**config.mk**
```make
export PLATFORM = sky130hd
export DESIGN_NAME = game_flow_ctrl
export DESIGN_NICKNAME = d
export VERILOG_FILES = /design/src/rtl/game_pkg.sv /design/src/rtl/edge_detect.sv /design/src/rtl/game_flow_ctrl.sv
export SDC_FILE = /design/constraint.sdc
export NUM_CORES = 1
export LEC_CHECK = 0
export CORE_MARGIN = 2
export CORE_UTILIZATION = 45
export CTS_CLUSTER_DIAMETER = 120
export DETAILED_ROUTE_END_ITERATION = 10
export PLACE_DENSITY = 0.62
export REMOVE_ABC_BUFFERS = 1
export SYNTH_ARGS = -nofsm -noshare
export SYNTH_HDL_FRONTEND = slang
export SYNTH_HIERARCHICAL = 1
export SYNTH_SLANG_ARGS = --single-unit
export TNS_END_PERCENT = 5
```
**constraint.sdc**
```tcl
create_clock -name clk -period 2.2 [get_ports clk]
set_input_delay 0.22 -clock clk [delete_from_list [all_inputs] [get_ports clk]]
set_output_delay 0.22 -clock clk [all_outputs]
set_load 0.05 [all_outputs]
```
**src/rtl/game_pkg.sv**
```systemverilog
// rtl/game_pkg.sv - shared state encoding and life-count helpers for the game sequencer
package game_pkg;

  typedef enum logic [2:0] {
    ST_TITLE    = 3'd0,
    ST_PLAY     = 3'd1,
    ST_RESPAWN  = 3'd2,
    ST_INVULN   = 3'd3,
    ST_GAMEOVER = 3'd4,
    ST_WIN      = 3'd5
  } state_t;

  localparam int START_LIVES_DEF = 5;
  localparam int MAX_LIVES_DEF   = 7;

  // Extra-life increment that saturates at the configured ceiling.
  function automatic logic [2:0] lives_inc(input logic [2:0] cur, input logic [2:0] ceil_v);
    return (cur < ceil_v) ? cur + 3'd1 : ceil_v;
  endfunction

endpackage

```
**src/rtl/edge_detect.sv**
```systemverilog
// rtl/edge_detect.sv - rising-edge detector on a synchronous level input
module edge_detect (
  input  logic clk,
  input  logic rst_n,
  input  logic sig_in,
  output logic rise
);

  logic sig_d;
  logic sig_q;

  // Delayed copy is simply the current level.
  always_comb begin
    sig_d = sig_in;
  end

  // One-cycle registered copy used to spot the 0->1 transition.
  always_ff @(posedge clk or negedge rst_n) begin
    if (!rst_n) sig_q <= 1'b0;
    else        sig_q <= sig_d;
  end

  assign rise = sig_in & ~sig_q;

endmodule

```
**src/rtl/game_flow_ctrl.sv**
```systemverilog
// rtl/game_flow_ctrl.sv - game sequencer owning lives, hit recovery and invulnerability blink
module game_flow_ctrl
  import game_pkg::*;
#(
  parameter int START_LIVES    = START_LIVES_DEF,
  parameter int MAX_LIVES      = MAX_LIVES_DEF,
  parameter int INVIS_CYCLES   = 150000000,
  parameter int BLINK_HALF     = 6250000,
  parameter int RESPAWN_CYCLES = 50000000
) (
  input  logic       clk,
  input  logic       reset,
  input  logic       start_btn,
  input  logic       bm_hb_on,
  input  logic       enemy_on,
  input  logic       exp_on,
  input  logic       life_up,
  input  logic       level_clear,
  output logic [2:0] state,
  output logic [2:0] lives,
  output logic       game_active,
  output logic       invuln,
  output logic       bm_visible,
  output logic       hit_pulse,
  output logic       gameover
);

  localparam logic [2:0]  START_L    = 3'(START_LIVES);
  localparam logic [2:0]  MAX_L      = 3'(MAX_LIVES);
  localparam logic [27:0] INV_LAST   = 28'(INVIS_CYCLES - 1);
  localparam logic [25:0] RESP_LAST  = 26'(RESPAWN_CYCLES - 1);
  localparam logic [22:0] BLINK_LAST = 23'(BLINK_HALF - 1);

  state_t      state_q, state_d;
  logic [2:0]  lives_q, lives_d;
  logic [27:0] inv_cnt_q, inv_cnt_d;
  logic [25:0] resp_cnt_q, resp_cnt_d;
  logic [22:0] blink_cnt_q, blink_cnt_d;
  logic        vis_q, vis_d;
  logic        hit_pulse_q, hit_pulse_d;

  logic        start_rise;
  logic        hit;
  logic [2:0]  lives_plus;
  logic [22:0] blink_step;
  logic        vis_step;

  edge_detect u_start_edge (
    .clk    (clk),
    .rst_n  (reset),
    .sig_in (start_btn),
    .rise   (start_rise)
  );

  assign hit        = bm_hb_on & (enemy_on | exp_on);
  assign lives_plus = lives_inc(lives_q, MAX_L);

  // Free-running blink phase used while recovering from a hit.
  always_comb begin
    blink_step = blink_cnt_q + 23'd1;
    vis_step   = vis_q;
    if (blink_cnt_q == BLINK_LAST) begin
      blink_step = 23'd0;
      vis_step   = ~vis_q;
    end
  end

  // Next-state, life bookkeeping and counter sequencing.
  always_comb begin
    state_d     = state_q;
    lives_d     = lives_q;
    inv_cnt_d   = inv_cnt_q;
    resp_cnt_d  = resp_cnt_q;
    blink_cnt_d = blink_cnt_q;
    vis_d       = vis_q;
    hit_pulse_d = 1'b0;

    case (state_q)
      ST_TITLE: begin
        if (start_rise) begin
          state_d     = ST_PLAY;
          lives_d     = START_L;
          inv_cnt_d   = '0;
          resp_cnt_d  = '0;
          blink_cnt_d = '0;
          vis_d       = 1'b1;
        end
      end

      ST_PLAY: begin
        if (hit) begin
          hit_pulse_d = 1'b1;
          // A simultaneous extra life cancels the loss, even on the last life.
          if (lives_q > 3'd1 || life_up) begin
            state_d     = ST_RESPAWN;
            lives_d     = life_up ? lives_q : lives_q - 3'd1;
            resp_cnt_d  = '0;
            blink_cnt_d = '0;
            vis_d       = 1'b1;
          end else begin
            state_d = ST_GAMEOVER;
            lives_d = 3'd0;
          end
        end else if (level_clear) begin
          state_d = ST_WIN;
        end else if (life_up) begin
          lives_d = lives_plus;
        end
      end

      ST_RESPAWN: begin
        if (life_up) lives_d = lives_plus;
        blink_cnt_d = blink_step;
        vis_d       = vis_step;
        if (resp_cnt_q == RESP_LAST) begin
          state_d   = ST_INVULN;
          inv_cnt_d = '0;
        end else begin
          resp_cnt_d = resp_cnt_q + 26'd1;
        end
      end

      ST_INVULN: begin
        if (life_up) lives_d = lives_plus;
        blink_cnt_d = blink_step;
        vis_d       = vis_step;
        if (level_clear) begin
          state_d = ST_WIN;
        end else if (inv_cnt_q == INV_LAST) begin
          state_d = ST_PLAY;
        end else begin
          inv_cnt_d = inv_cnt_q + 28'd1;
        end
      end

      ST_GAMEOVER, ST_WIN: begin
        if (start_rise) state_d = ST_TITLE;
      end

      default: state_d = ST_TITLE;
    endcase
  end

  // State and counter registers; reset aborts straight back to the title screen.
  always_ff @(posedge clk or negedge reset) begin
    if (!reset) begin
      state_q     <= ST_TITLE;
      lives_q     <= START_L;
      inv_cnt_q   <= '0;
      resp_cnt_q  <= '0;
      blink_cnt_q <= '0;
      vis_q       <= 1'b1;
      hit_pulse_q <= 1'b0;
    end else begin
      state_q     <= state_d;
      lives_q     <= lives_d;
      inv_cnt_q   <= inv_cnt_d;
      resp_cnt_q  <= resp_cnt_d;
      blink_cnt_q <= blink_cnt_d;
      vis_q       <= vis_d;
      hit_pulse_q <= hit_pulse_d;
    end
  end

  // Outputs decoded directly from the current state so gating has no extra lag.
  always_comb begin
    state       = state_q;
    lives       = lives_q;
    hit_pulse   = hit_pulse_q;
    game_active = (state_q == ST_PLAY) || (state_q == ST_INVULN);
    invuln      = (state_q == ST_RESPAWN) || (state_q == ST_INVULN);
    gameover    = (state_q == ST_GAMEOVER);
    bm_visible  = invuln ? vis_q : 1'b1;
  end

endmodule

```
==> results of run 1 <==
## final cells by class
class	count	share of cell area (%)
Clock buffer	15	4.247
Clock inverter	1	0.4763
Inverter	16	0.9526
Sequential cell	86	34.19
Multi-Input combinational cell	446	44.65
Timing Repair Buffer	95	12.64
Tap cell	143	2.838
## Yosys cell counts, types with 3 or more instances
cell type,number,area share [%]
nand4_1,19,2.3
o211ai_1,5,0.73
o31ai_1,14,2.0
dfstp_2,3,1.5
buf_6,3,0.66
nor3_1,15,1.5
inv_1,16,1.2
ha_1,5,1.2
and4_1,9,1.5
or4_1,16,2.3
a21o_1,5,0.73
nor3b_1,4,0.58
nor2_1,39,2.8
nor4b_1,4,0.68
o22ai_1,4,0.49
nand4b_1,3,0.51
xor2_1,10,1.7
a31oi_1,24,2.9
buf_2,9,0.87
a21oi_1,36,3.5
and3_1,15,1.8
xnor2_1,4,0.68
nand2b_1,6,0.73
clkbuf_1,17,1.2
nor3_2,3,0.58
or3_1,6,0.73
a41oi_1,5,0.85
a211oi_1,5,0.73
nand3_1,39,3.8
a22o_1,6,1.0
nor4_1,7,0.85
o41ai_1,3,0.51
o21a_1,5,0.73
and2_1,3,0.36
o21ai_0,21,2.0
nand2_1,58,4.2
dfrtp_1,83,40
nor2b_1,3,0.36
mux2i_1,7,1.4
## critical path: stages, from the launching register on
cell,delay [ps]
dfrtp_1,380
or4_4,550
or4_4,450
buf_6,140
nor3_4,160
nor3_2,70
buf_4,160
a31oi_1,170
## worst max path at each step
stage,start,endpoint,slack (ps),cells past startpoint
finish,inv_cnt_q[19],inv_cnt_q[9],30,7
detailed placement,start_btn,inv_cnt_q[22],-40,7
global placement,life_up,resp_cnt_q[25],-20,7
CTS,resp_cnt_q[0],resp_cnt_q[21],0.9,7
floorplan,state[1],inv_cnt_q[10],-660,4
global route,inv_cnt_q[19],inv_cnt_q[4],-40,7
## layout by cell type (no fill, tap or decap), drive strengths merged, types with 18 or more instances in the layout
cell type / count
dfrtp: 83
buf: 81
nand2: 58
nor2: 40
nand3: 39
a21oi: 37
a31oi: 24
o21ai: 23
nand4: 19
nor3: 18
## power groups by stage
stage                     registers (mW)  logic [mW]  clock network [mW]
after floorplan                     2.13       0.975                   0
after global placement              1.88        2.16                   0
after detailed placement            1.88        2.19                   0
after CTS                           1.85        2.21                1.59
after global routing                1.88        2.42                1.66
final                               1.86        2.22                1.55
## logic make-up after synthesis
group | Yosys count | synth area share [%]
buf+inv | 49 | 4.419
fa+ha+maj | 5 | 1.214
simple gates | 264 | 28.51
compound gates | 154 | 19.84
xor+xnor | 14 | 2.380
mux | 9 | 1.797
flops | 86 | 41.84
## through the flow
stage | area (sq um) | setup TNS, ps | worst slack, ps | hold WS, ps
after global routing | 6305 | -261.2 | -41.13 | 293.0
after CTS | 6257 | 0 | 0.8702 | 264.3
after global placement | 5939 | -75.95 | -21.78 | 86.17
after floorplan | 4985 | -22890 | -659.9 | -75.59
after detailed placement | 5939 | -309.7 | -43.33 | 86.79
final | 6305 | 0 | 31.71 | 261.8
## layer usage
layer  global-route usage [%]  up-vias  share of wire (%)
met5                        0        -                  0
met3                    4.155       18                3.6
met1                    31.88     2307                 49
met2                    34.31      100                 46
met4                    6.667        0                1.4
li1                         -     2359                  -
## registers in the layout, summed over array words and instances (netlist names)
name,count
lives,3
hit_pulse,1
inv_cnt_q,28
u_start_edge/sig_q,1
state,3
blink_cnt_q,23
vis_q,1
resp_cnt_q,26
## repair_timing
item                                   CTS  global route
endpoints found under the hold margin   11             0
setup buffers                            0             0
resized for setup                        2            13
cloned                                   0             0
setup endpoints to repair               13            32
pin swaps                                0             4
hold buffers                             1             0
==> Implementation_results.wiki, run 1 <==
{| class="wikitable"
! Metric !! Value
|-
| Run status || completed
|-
| Sequential Area || 2156 sq um
|-
| Effective utilization at floorplan || 45.71%
|-
| Maximum number of pins on one net before global-route repair || 45
|-
| Detailed-route vias per instance || 5.965
|-
| Peak clock frequency supported by timing || 0.4612 GHz
|-
| Detail Route Antenna Nets || 0
|-
| Synthesized instance count || 581
|-
| Worst IR drop on VDD || 0.7723 mV
|-
| CP startpoint kind || register
|-
| TritonRoute pass-1 iters || 5
|-
| Antenna cells || 0
|-
| Synthesis Warnings || 6
|-
| Share of power burned in combinational logic || 39.5%
|-
| Clock transition at the registers of the reported paths || 60 ps
|-
| Initial antenna violation count || 0
|-
| Post-synthesis register bit count || 86
|-
| Critical path data required time || 2460 ps
|-
| Placed Instances || 785
|-
| Clock latency on the worst-skew pair || 340 ps
|-
| Final setup fails || 0
|-
| Worst-path maximum fanout || 7
|-
| Crit path kind || reg -> reg
|-
| Power per Cell Area || 893.4 nW/um^2
|-
| Final GP Congestion || 0.8572
|-
| Fraction of the yosys area taken by sequential cells || 41.84%
|-
| Sink count of the clock tree || 86
|-
| Die Y-Extent || 111.0 um
|-
| WL per Instance || 16.43 um
|-
| Worst reg-to-reg path cell count || 7
|-
| Clock tree from TritonCTS || built
|-
| Slew at the pin closest to its max-slew limit || 639.4 ps
|-
| EDFF count, synth || 0
|-
| Synthesized area per cell || 8.868 sq um
|-
| Quantity of I/O buffers inserted on ports || 18
|-
| Count of different cell masters after synthesis || 68
|-
| DIE AREA || 12320 sq um
|-
| Clock buffers created by TritonCTS || 9
|-
| Site Rows || 39
|-
| Width of the die || 111.0 um
|-
| H-tree depth || 3
|-
| Final count of hold timing violations || 0
|-
| Part of the total power dissipated in sequential elements || 33.0%
|-
| Non-filler instance count after layout || 802
|-
| Fraction of registers with async set or reset after synthesis || 100.0%
|-
| Fraction of power spent switching nets || 37.16%
|-
| Detailed Route Iter0 Violations || 407
|-
| Global route total overflow || 0
|-
| Overall power || 5.633 mW
|-
| Static leakage || 2.645 nW
|-
| Via count of the first global-routing pass || 4626
|-
| Part of the total power dissipated in the clock network || 27.6%
|-
| GRT Util Overall || 22.21%
|-
| Post-DP HPWL || 9432 um
|-
| R2r setup slk || 30 ps
|-
| Final Max Tran Viols || 0
|-
| Max Cap Viol || 0
|-
| Slew HR || 57.22%
|-
| DRC viols || 0
|-
| Area of the multi-input gates || 2815 sq um
|-
| Post-synth top flop || dfrtp_1
|-
| Cell-internal power || 3.540 mW
|-
| Fill cell instance count of the final layout || 1017
|-
| Setup Skew || 9.176 ps
|-
| Fraction of layout instances using a drive strength above 1 || 18.36%
|-
| Global-route wire length before repair || 22570 um
|-
| Via count of the routed design || 4784
|-
| Net switching power || 2.093 mW
|-
| Layout Area Growth over Synthesis || 22.37%
|-
| Crit path capture type || register
|-
| Post-route minimum period || 2168 ps
|-
| Share of the clock period used by the worst path || 98.56%
|-
| Net count of the finished layout || 667
|-
| Combined area of all synthesized cells || 5152 sq um
|-
| Number of ports placed on the die boundary || 19
|-
| Critical Path AT || 2430 ps
|-
| Clk root buf || clkbuf_16
|-
| Unrepaired setup endpoints after global routing || yes
|-
| Worst r2r src || inv_cnt_q[19]
|-
| Type of the most critical hold path || in -> async
|-
| Number of buffers on the longest clock path || 2
|-
| Core Footprint || 11270 sq um
|-
| Final core utilization || 55.93%
|-
| Detailed-route wire length || 13170 um
|-
| Critical register-to-register path endpoint || inv_cnt_q[9]
|}
Power figures use the tool's default switching activity.
==> inputs of run 2 (changes only) <==
- CORE_UTILIZATION: 45 -> 55
- PLACE_DENSITY: 0.62 -> 0.74
==> run 2 against run 1 <==
Compared with the run above: via count up 3.1%; final area fell by 1.8%; sequential share of layout area grew 0.61 points; clock-buffer cell count decreased by 5; the flow now finishes with violations (negative setup slack); largest cell class unchanged; first-iteration DRC count decreased by 2.7%; highest routed layer unchanged; global-route usage grew 5.1 points.
==> Implementation_results.wiki, run 2 (synthesized netlist as in run 1, its figures left out) <==
{| class="wikitable"
! Metric !! Value
|-
| Clock buffers created by TritonCTS || 9 (unchanged)
|-
| Type of the most critical hold path || in -> async (unchanged)
|-
| Fraction of layout instances using a drive strength above 1 || 19.36% (was 18.36%)
|-
| Overall power || 5.145 mW (was 5.633 mW)
|-
| Grt peak-use layer || met2 (unchanged)
|-
| Critical Path AT || 2440 ps (was 2430 ps)
|-
| Area of the multi-input gates || 2860 sq um (was 2815 sq um)
|-
| Global-route wire length before repair || 22390 um (was 22570 um)
|-
| Crit path capture type || register (unchanged)
|-
| Via count of the routed design || 4931 (was 4784)
|-
| Sink count of the clock tree || 86 (unchanged)
|-
| Number of buffers on the longest clock path || 2 (unchanged)
|-
| Number of setup buffers added after CTS || 0 (unchanged)
|-
| Site Rows || 35 (was 39)
|-
| DIE AREA || 10160 sq um (was 12320 sq um)
|-
| Detailed-route wire length || 13240 um (was 13170 um)
|-
| Power per Cell Area || 830.7 nW/um^2 (was 893.4 nW/um^2)
|-
| Static leakage || 2.599 nW (was 2.645 nW)
|-
| Fill cell instance count of the final layout || 731 (was 1017)
|-
| WL per Instance || 17.26 um (was 16.43 um)
|-
| Worst-path maximum fanout || 15 (was 7)
|-
| Via count of the first global-routing pass || 4696 (was 4626)
|-
| Effective utilization at floorplan || 56.30% (was 45.71%)
|-
| Finished Cell Area || 6193 sq um (was 6305 sq um)
|-
| Final Max Tran Viols || 0 (unchanged)
|-
| Met3 Usage GRT || 3.537% (was 4.155%)
|-
| Clock tree from TritonCTS || built (unchanged)
|-
| Final GP Congestion || 0.9368 (was 0.8572)
|-
| Met2 GRT Util || 41.85% (was 34.31%)
|-
| H-tree depth || 3 (unchanged)
|-
| Run status || complete, but fails checks (was completed)
|-
| Total cell area at the placement stage || 5914 sq um (was 5939 sq um)
|-
| Unrepaired setup endpoints after global routing || yes (unchanged)
|-
| Clock transition at the registers of the reported paths || 90 ps (was 60 ps)
|-
| CP startpoint kind || register (unchanged)
|-
| Final core utilization || 67.67% (was 55.93%)
|-
| Detailed Route Iter0 Violations || 396 (was 407)
|-
| Antenna cells || 0 (unchanged)
|-
| Width of the die || 100.8 um (was 111.0 um)
|-
| Clock latency on the worst-skew pair || 360 ps (was 340 ps)
|-
| Max Cap Viol || 0 (unchanged)
|-
| Number of ports placed on the die boundary || 19 (unchanged)
|-
| Detailed-route vias per instance || 6.429 (was 5.965)
|-
| Most common cell after layout, fill and taps aside || dfrtp_1 (unchanged)
|-
| Core Footprint || 9153 sq um (was 11270 sq um)
|-
| Sequential Area || 2156 sq um (unchanged)
|-
| Final setup fails || 1 (was 0)
|-
| Worst IR drop on VDD || 0.9872 mV (was 0.7723 mV)
|-
| Detail Route Antenna Nets || 0 (unchanged)
|-
| Global route total overflow || 0 (unchanged)
|-
| Peak clock frequency supported by timing || 0.4523 GHz (was 0.4612 GHz)
|-
| Initial antenna violation count || 0 (unchanged)
|-
| Slew HR || 62.40% (was 57.22%)
|-
| Violations in the final reports || negative setup slack
|-
| M1 GR Usage || 40.54% (was 31.88%)
|-
| TritonRoute pass-1 iters || 5 (unchanged)
|-
| Critical path data required time || 2430 ps (was 2460 ps)
|-
| Share of the clock period used by the worst path || 100.5% (was 98.56%)
|-
| Placed Instances || 750 (was 785)
|-
| Final Worst Setup Slack || -10.76 ps (was 31.71 ps)
|-
| Quantity of I/O buffers inserted on ports || 18 (unchanged)
|-
| Largest registers || inv_cnt_q x28, resp_cnt_q x26, blink_cnt_q x23 (unchanged)
|-
| Post-route minimum period || 2211 ps (was 2168 ps)
|-
| Final count of hold timing violations || 0 (unchanged)
|-
| Post-DP HPWL || 9489 um (was 9432 um)
|-
| Most flops, register || inv_cnt_q (unchanged)
|-
| Die Y-Extent || 100.8 um (was 111.0 um)
|-
| DRC viols || 0 (unchanged)
|-
| Setup Skew || 12.36 ps (was 9.176 ps)
|-
| Net count of the finished layout || 664 (was 667)
|-
| Clk root buf || clkbuf_8 (was clkbuf_16)
|-
| GRT Util Overall || 27.35% (was 22.21%)
|-
| Commonest cells after routing, fill and taps aside || dfrtp_1 (83), buf_4 (70), nand2_1 (58) (was dfrtp_1 (83), buf_4 (75), nand2_1 (58))
|-
| Maximum number of pins on one net before global-route repair || 44 (was 45)
|-
| Non-filler instance count after layout || 767 (was 802)
|-
| Flip-flop count of the largest register after layout || 28 (unchanged)
|-
| Slew at the pin closest to its max-slew limit || 564.0 ps (was 639.4 ps)
|-
| Crit path kind || reg -> reg (unchanged)
|-
| Layout Area Growth over Synthesis || 20.20% (was 22.37%)
|}
run 2: cell count changes in the layout (fill, tap and decap cells not counted), moves of 3 or more:
cell        before  now
clkbuf_8         2    9
clkinvlp_4       0    3
buf_4           75   70
clkbuf_16        9    0
clkinv_2         0    3
buf_12           3    6
clkbuf_1         4    1
run 2: what timing repair did:
action / CTS / global route
gates resized for setup: 3 / 19
pin swaps: 0 / 2
endpoints found under the hold margin: 40 / 0
endpoints found under the setup margin: 13 / 38
hold buffers: 1 / 0
run 2: cell type report:
class | instances | area share, %
sequential | 86 | 34.81
timing repair buffer | 92 | 13.05
inverter | 16 | 1.030
clock buffer | 10 | 2.061
clock inverter | 6 | 0.6263
tap | 111 | 2.242
multi-input combinational | 446 | 46.18
run 2: layer usage:
| layer | routed length (um) | part of all wire (%) | vias to the layer above |
|---|---|---|---|
| met1 | 6086 | 46 | 2387 |
| met5 | 0 | 0 | - |
| met2 | 6285 | 47 | 177 |
| met3 | 725 | 5.5 | 18 |
| li1 | - | - | 2349 |
| met4 | 142 | 1.1 | 0 |
run 2: path summary, 6_finish.rpt:
| check | start | end | slack [ps] | cells after the start |
|---|---|---|---|---|
| worst min-delay path | reset | resp_cnt_q[1] | 400 | 2 |
| worst max-delay path | inv_cnt_q[19] | inv_cnt_q[15] | -10 | 6 |
| min in group clk | start_btn | u_start_edge/sig_q | 460 | 2 |
| worst min register to register | blink_cnt_q[3] | blink_cnt_q[3] | 550 | 1 |
| worst max register to register | inv_cnt_q[19] | inv_cnt_q[15] | -10 | 6 |
| max in group asynchronous | reset | lives[0] | 1150 | 3 |
run 2: through the flow:
stage          hold WS, ps  TNS (ps)  setup WS (ps)
5_1_grt              455.4    -906.1         -89.39
6_report             399.6    -10.76         -10.76
4_1_cts              425.5    -14.18         -10.48
3_5_place_dp         251.8     -1016         -137.2
2_1_floorplan       -75.59    -22890         -659.9
3_3_place_gp         253.6    -126.6         -42.25
run 2: where the power goes:
part / switching [mW] / internal, mW / leakage (nW)
sequential: 0.118 / 1.73 / 1.18
clock: 0.586 / 0.407 / 0.0820
combinational: 1.40 / 0.909 / 1.34
run 2: critical path, stage by stage (launching register included):
cell	delay, ps
dfrtp_1	390
or4_4	540
or4_4	470
o21a_4	230
buf_12	150
a41oi_1	230
a31oi_1	70
==> inputs of run 3 (changes only) <==
- DONT_BUFFER_PORTS: unset -> 1
- HOLD_SLACK_MARGIN: unset -> 0.06
- PLACE_DENSITY: 0.74 -> 0.71
==> run 3 against run 2 <==
Compared with the run above: the flow finishes with violations (negative hold slack); fmax is 1.9% higher; wire length is 0.35% lower; die area stayed put; clock power is 5% higher; worst setup slack better by 42 ps; cell count is 2.6% lower.
==> Implementation_results.wiki, run 3 (synthesized netlist as in run 1, its figures left out) <==
{| class="wikitable"
! Metric !! Value
|-
| Worst r2r src || inv_cnt_q[16] (was inv_cnt_q[19])
|-
| Slew HR || 52.43% (was 62.40%)
|-
| Unrepaired setup endpoints after global routing || yes (unchanged)
|-
| Sink count of the clock tree || 86 (unchanged)
|-
| WHS || -457.4 ps (was 399.6 ps)
|-
| TritonRoute pass-1 iters || 5 (unchanged)
|-
| Detail Route Antenna Nets || 0 (unchanged)
|-
| WL per Instance || 17.66 um (was 17.26 um)
|-
| Critical path depth || 5 (was 6)
|-
| Critical Path AT || 2410 ps (was 2440 ps)
|-
| Global route total overflow || 0 (unchanged)
|-
| Die Y-Extent || 100.8 um (unchanged)
|-
| Worst reg-to-reg path cell count || 5 (was 6)
|-
| Cell class contributing the biggest share of worst-path delay || simple AND/OR/NAND/NOR gates (unchanged)
|-
| Violations in the final reports || negative hold slack (was negative setup slack)
|-
| Type of the most critical hold path || in -> async (unchanged)
|-
| Final setup fails || 0 (was 1)
|-
| Max Cap Viol || 0 (unchanged)
|-
| Core Footprint || 9153 sq um (unchanged)
|-
| Most common cell after layout, fill and taps aside || dfrtp_1 (unchanged)
|-
| Via count of the first global-routing pass || 4662 (was 4696)
|-
| Clock tree from TritonCTS || built (unchanged)
|-
| Via count of the routed design || 4904 (was 4931)
|-
| Worst path cell trace || or4_4, or4_4, o21a_1, buf_12, a221o_1 (was or4_4, or4_4, o21a_4, buf_12, a41oi_1, a31oi_1)
|-
| Post-route minimum period || 2168 ps (was 2211 ps)
|-
| Clock transition at the registers of the reported paths || 90 ps (about the same)
|-
| Overall power || 4.969 mW (was 5.145 mW)
|-
| Final GP Congestion || 0.8990 (was 0.9368)
|-
| Setup Skew || 13.28 ps (was 12.36 ps)
|-
| Crit path kind || reg -> reg (unchanged)
|-
| Final Max Tran Viols || 0 (unchanged)
|-
| Maximum number of pins on one net before global-route repair || 87 (was 44)
|-
| R2r setup slk || 30 ps (was -10 ps)
|-
| Final count of hold timing violations || 86 (was 0)
|-
| Static leakage || 2.487 nW (was 2.599 nW)
|-
| Total Neg Setup Slack || 0 ps (was -10.76 ps)
|-
| Layout Area Growth over Synthesis || 15.35% (was 20.20%)
|-
| Fraction of layout instances using a drive strength above 1 || 18.71% (was 19.36%)
|-
| Antenna cells || 0 (unchanged)
|-
| Worst IR drop on VDD || 1.037 mV (was 0.9872 mV)
|-
| Largest registers || inv_cnt_q x28, resp_cnt_q x26, blink_cnt_q x23 (unchanged)
|-
| Number of buffers on the longest clock path || 2 (unchanged)
|-
| CP startpoint kind || register (unchanged)
|-
| Initial antenna violation count || 0 (unchanged)
|-
| H-tree depth || 3 (unchanged)
|-
| Detailed Route Iter0 Violations || 336 (was 396)
|-
| Worst-path maximum fanout || 17 (was 15)
|-
| Global-route wire length before repair || 22410 um (was 22390 um)
|-
| Clock buffers created by TritonCTS || 9 (unchanged)
|-
| Commonest cells after routing, fill and taps aside || dfrtp_1 (81), buf_4 (68), nand2_1 (58) (was dfrtp_1 (83), buf_4 (70), nand2_1 (58))
|-
| Power per Cell Area || 836.2 nW/um^2 (was 830.7 nW/um^2)
|-
| Buffer and inverter count on the worst path || 1 (unchanged)
|-
| Detailed-route vias per instance || 6.565 (was 6.429)
|-
| Post-DP HPWL || 9289 um (was 9489 um)
|-
| Clock latency on the worst-skew pair || 360 ps (about the same)
|-
| DIE AREA || 10160 sq um (unchanged)
|-
| Quantity of I/O buffers inserted on ports || 0 (was 18)
|-
| Site Rows || 35 (unchanged)
|-
| Effective utilization at floorplan || 56.30% (unchanged)
|-
| Net count of the finished layout || 644 (was 664)
|-
| Slew at the pin closest to its max-slew limit || 710.9 ps (was 564.0 ps)
|-
| Width of the die || 100.8 um (unchanged)
|-
| Most flops, register || inv_cnt_q (unchanged)
|-
| Worst path max stage delay || 500 ps (was 540 ps)
|-
| Run status || complete, but fails checks (unchanged)
|-
| Number of ports placed on the die boundary || 19 (unchanged)
|-
| Clk root buf || clkbuf_8 (unchanged)
|-
| Critical register-to-register path endpoint || inv_cnt_q[7] (was inv_cnt_q[15])
|-
| Cell repeated most along the worst path || or4_4 (unchanged)
|-
| GRT Util Overall || 27.53% (was 27.35%)
|-
| Slowest cell on the critical path || or4_4 (unchanged)
|-
| Final core utilization || 64.94% (was 67.67%)
|-
| Fill cell instance count of the final layout || 742 (was 731)
|-
| Flip-flop count of the largest register after layout || 28 (unchanged)
|-
| Peak clock frequency supported by timing || 0.4612 GHz (was 0.4523 GHz)
|-
| Critical path data required time || 2440 ps (was 2430 ps)
|-
| Share of the clock period used by the worst path || 98.57% (was 100.5%)
|-
| Detailed-route wire length || 13190 um (was 13240 um)
|-
| Crit path capture type || register (unchanged)
|-
| Post-CTS Hold Fix Bufs || 2 (was 1)
|-
| DRC viols || 0 (unchanged)
|}
run 3: timing repair:
| item | in CTS | in global routing |
|---|---|---|
| setup buffers | 0 | 2 |
| endpoints found under the hold margin | 88 | 86 |
| gates resized for setup | 0 | 18 |
| setup endpoints to repair | 0 | 37 |
run 3: per-stage QoR:
| stage | cells | instance area, sq um | worst slack (ps) |
|---|---|---|---|
| after CTS | 745 | 5849 | 0.3881 |
| after detailed placement | 727 | 5647 | 23.08 |
| after floorplan | 548 | 4985 | -659.9 |
| final | 747 | 5943 | 31.52 |
| after global placement | 727 | 5647 | 85.55 |
| after global routing | 747 | 5943 | -52.74 |
run 3: worst register-to-register path, delay by kind of cell, from the launching register on:
kind	cells	cell delay, ps
flops	1	430
simple gates	2	960
compound gates	2	510
buf+inv	1	160
run 3: final cells by class:
| type | count | area (sq um) | area share [%] |
|---|---|---|---|
| inverters | 16 | 60.06 | 1.011 |
| repair buffers | 72 | 561.8 | 9.453 |
| clock inverters | 6 | 45.04 | 0.7579 |
| well taps | 111 | 138.9 | 2.337 |
| clock buffers | 10 | 137.6 | 2.316 |
| multi-input cells | 446 | 2841 | 47.81 |
| flip-flops and latches | 86 | 2158 | 36.32 |
run 3: report_power, final:
group          total (mW)  internal (mW)  switching, mW
logic                2.09          0.737           1.35
clock network        1.04          0.445          0.595
registers            1.84           1.73          0.112
run 3: worst max path at each step:
| stage | end | start |
|---|---|---|
| 2_1_floorplan | inv_cnt_q[10] | state[1] |
| 3_3_place_gp | inv_cnt_q[12] | inv_cnt_q[19] |
| 3_5_place_dp | inv_cnt_q[19] | resp_cnt_q[10] |
| 4_1_cts | inv_cnt_q[16] | resp_cnt_q[10] |
| 5_1_grt | inv_cnt_q[19] | resp_cnt_q[10] |
| 6_report | inv_cnt_q[7] | inv_cnt_q[16] |
run 3: routing by layer:
metal / GRT usage, % / vias to the layer above / routed length, um
met5: 0 / - / 0
met1: 38.69 / 2401 / 5850
met2: 44.21 / 163 / 6366
li1: - / 2315 / -
met4: 8.851 / 0 / 265
met3: 3.814 / 25 / 711
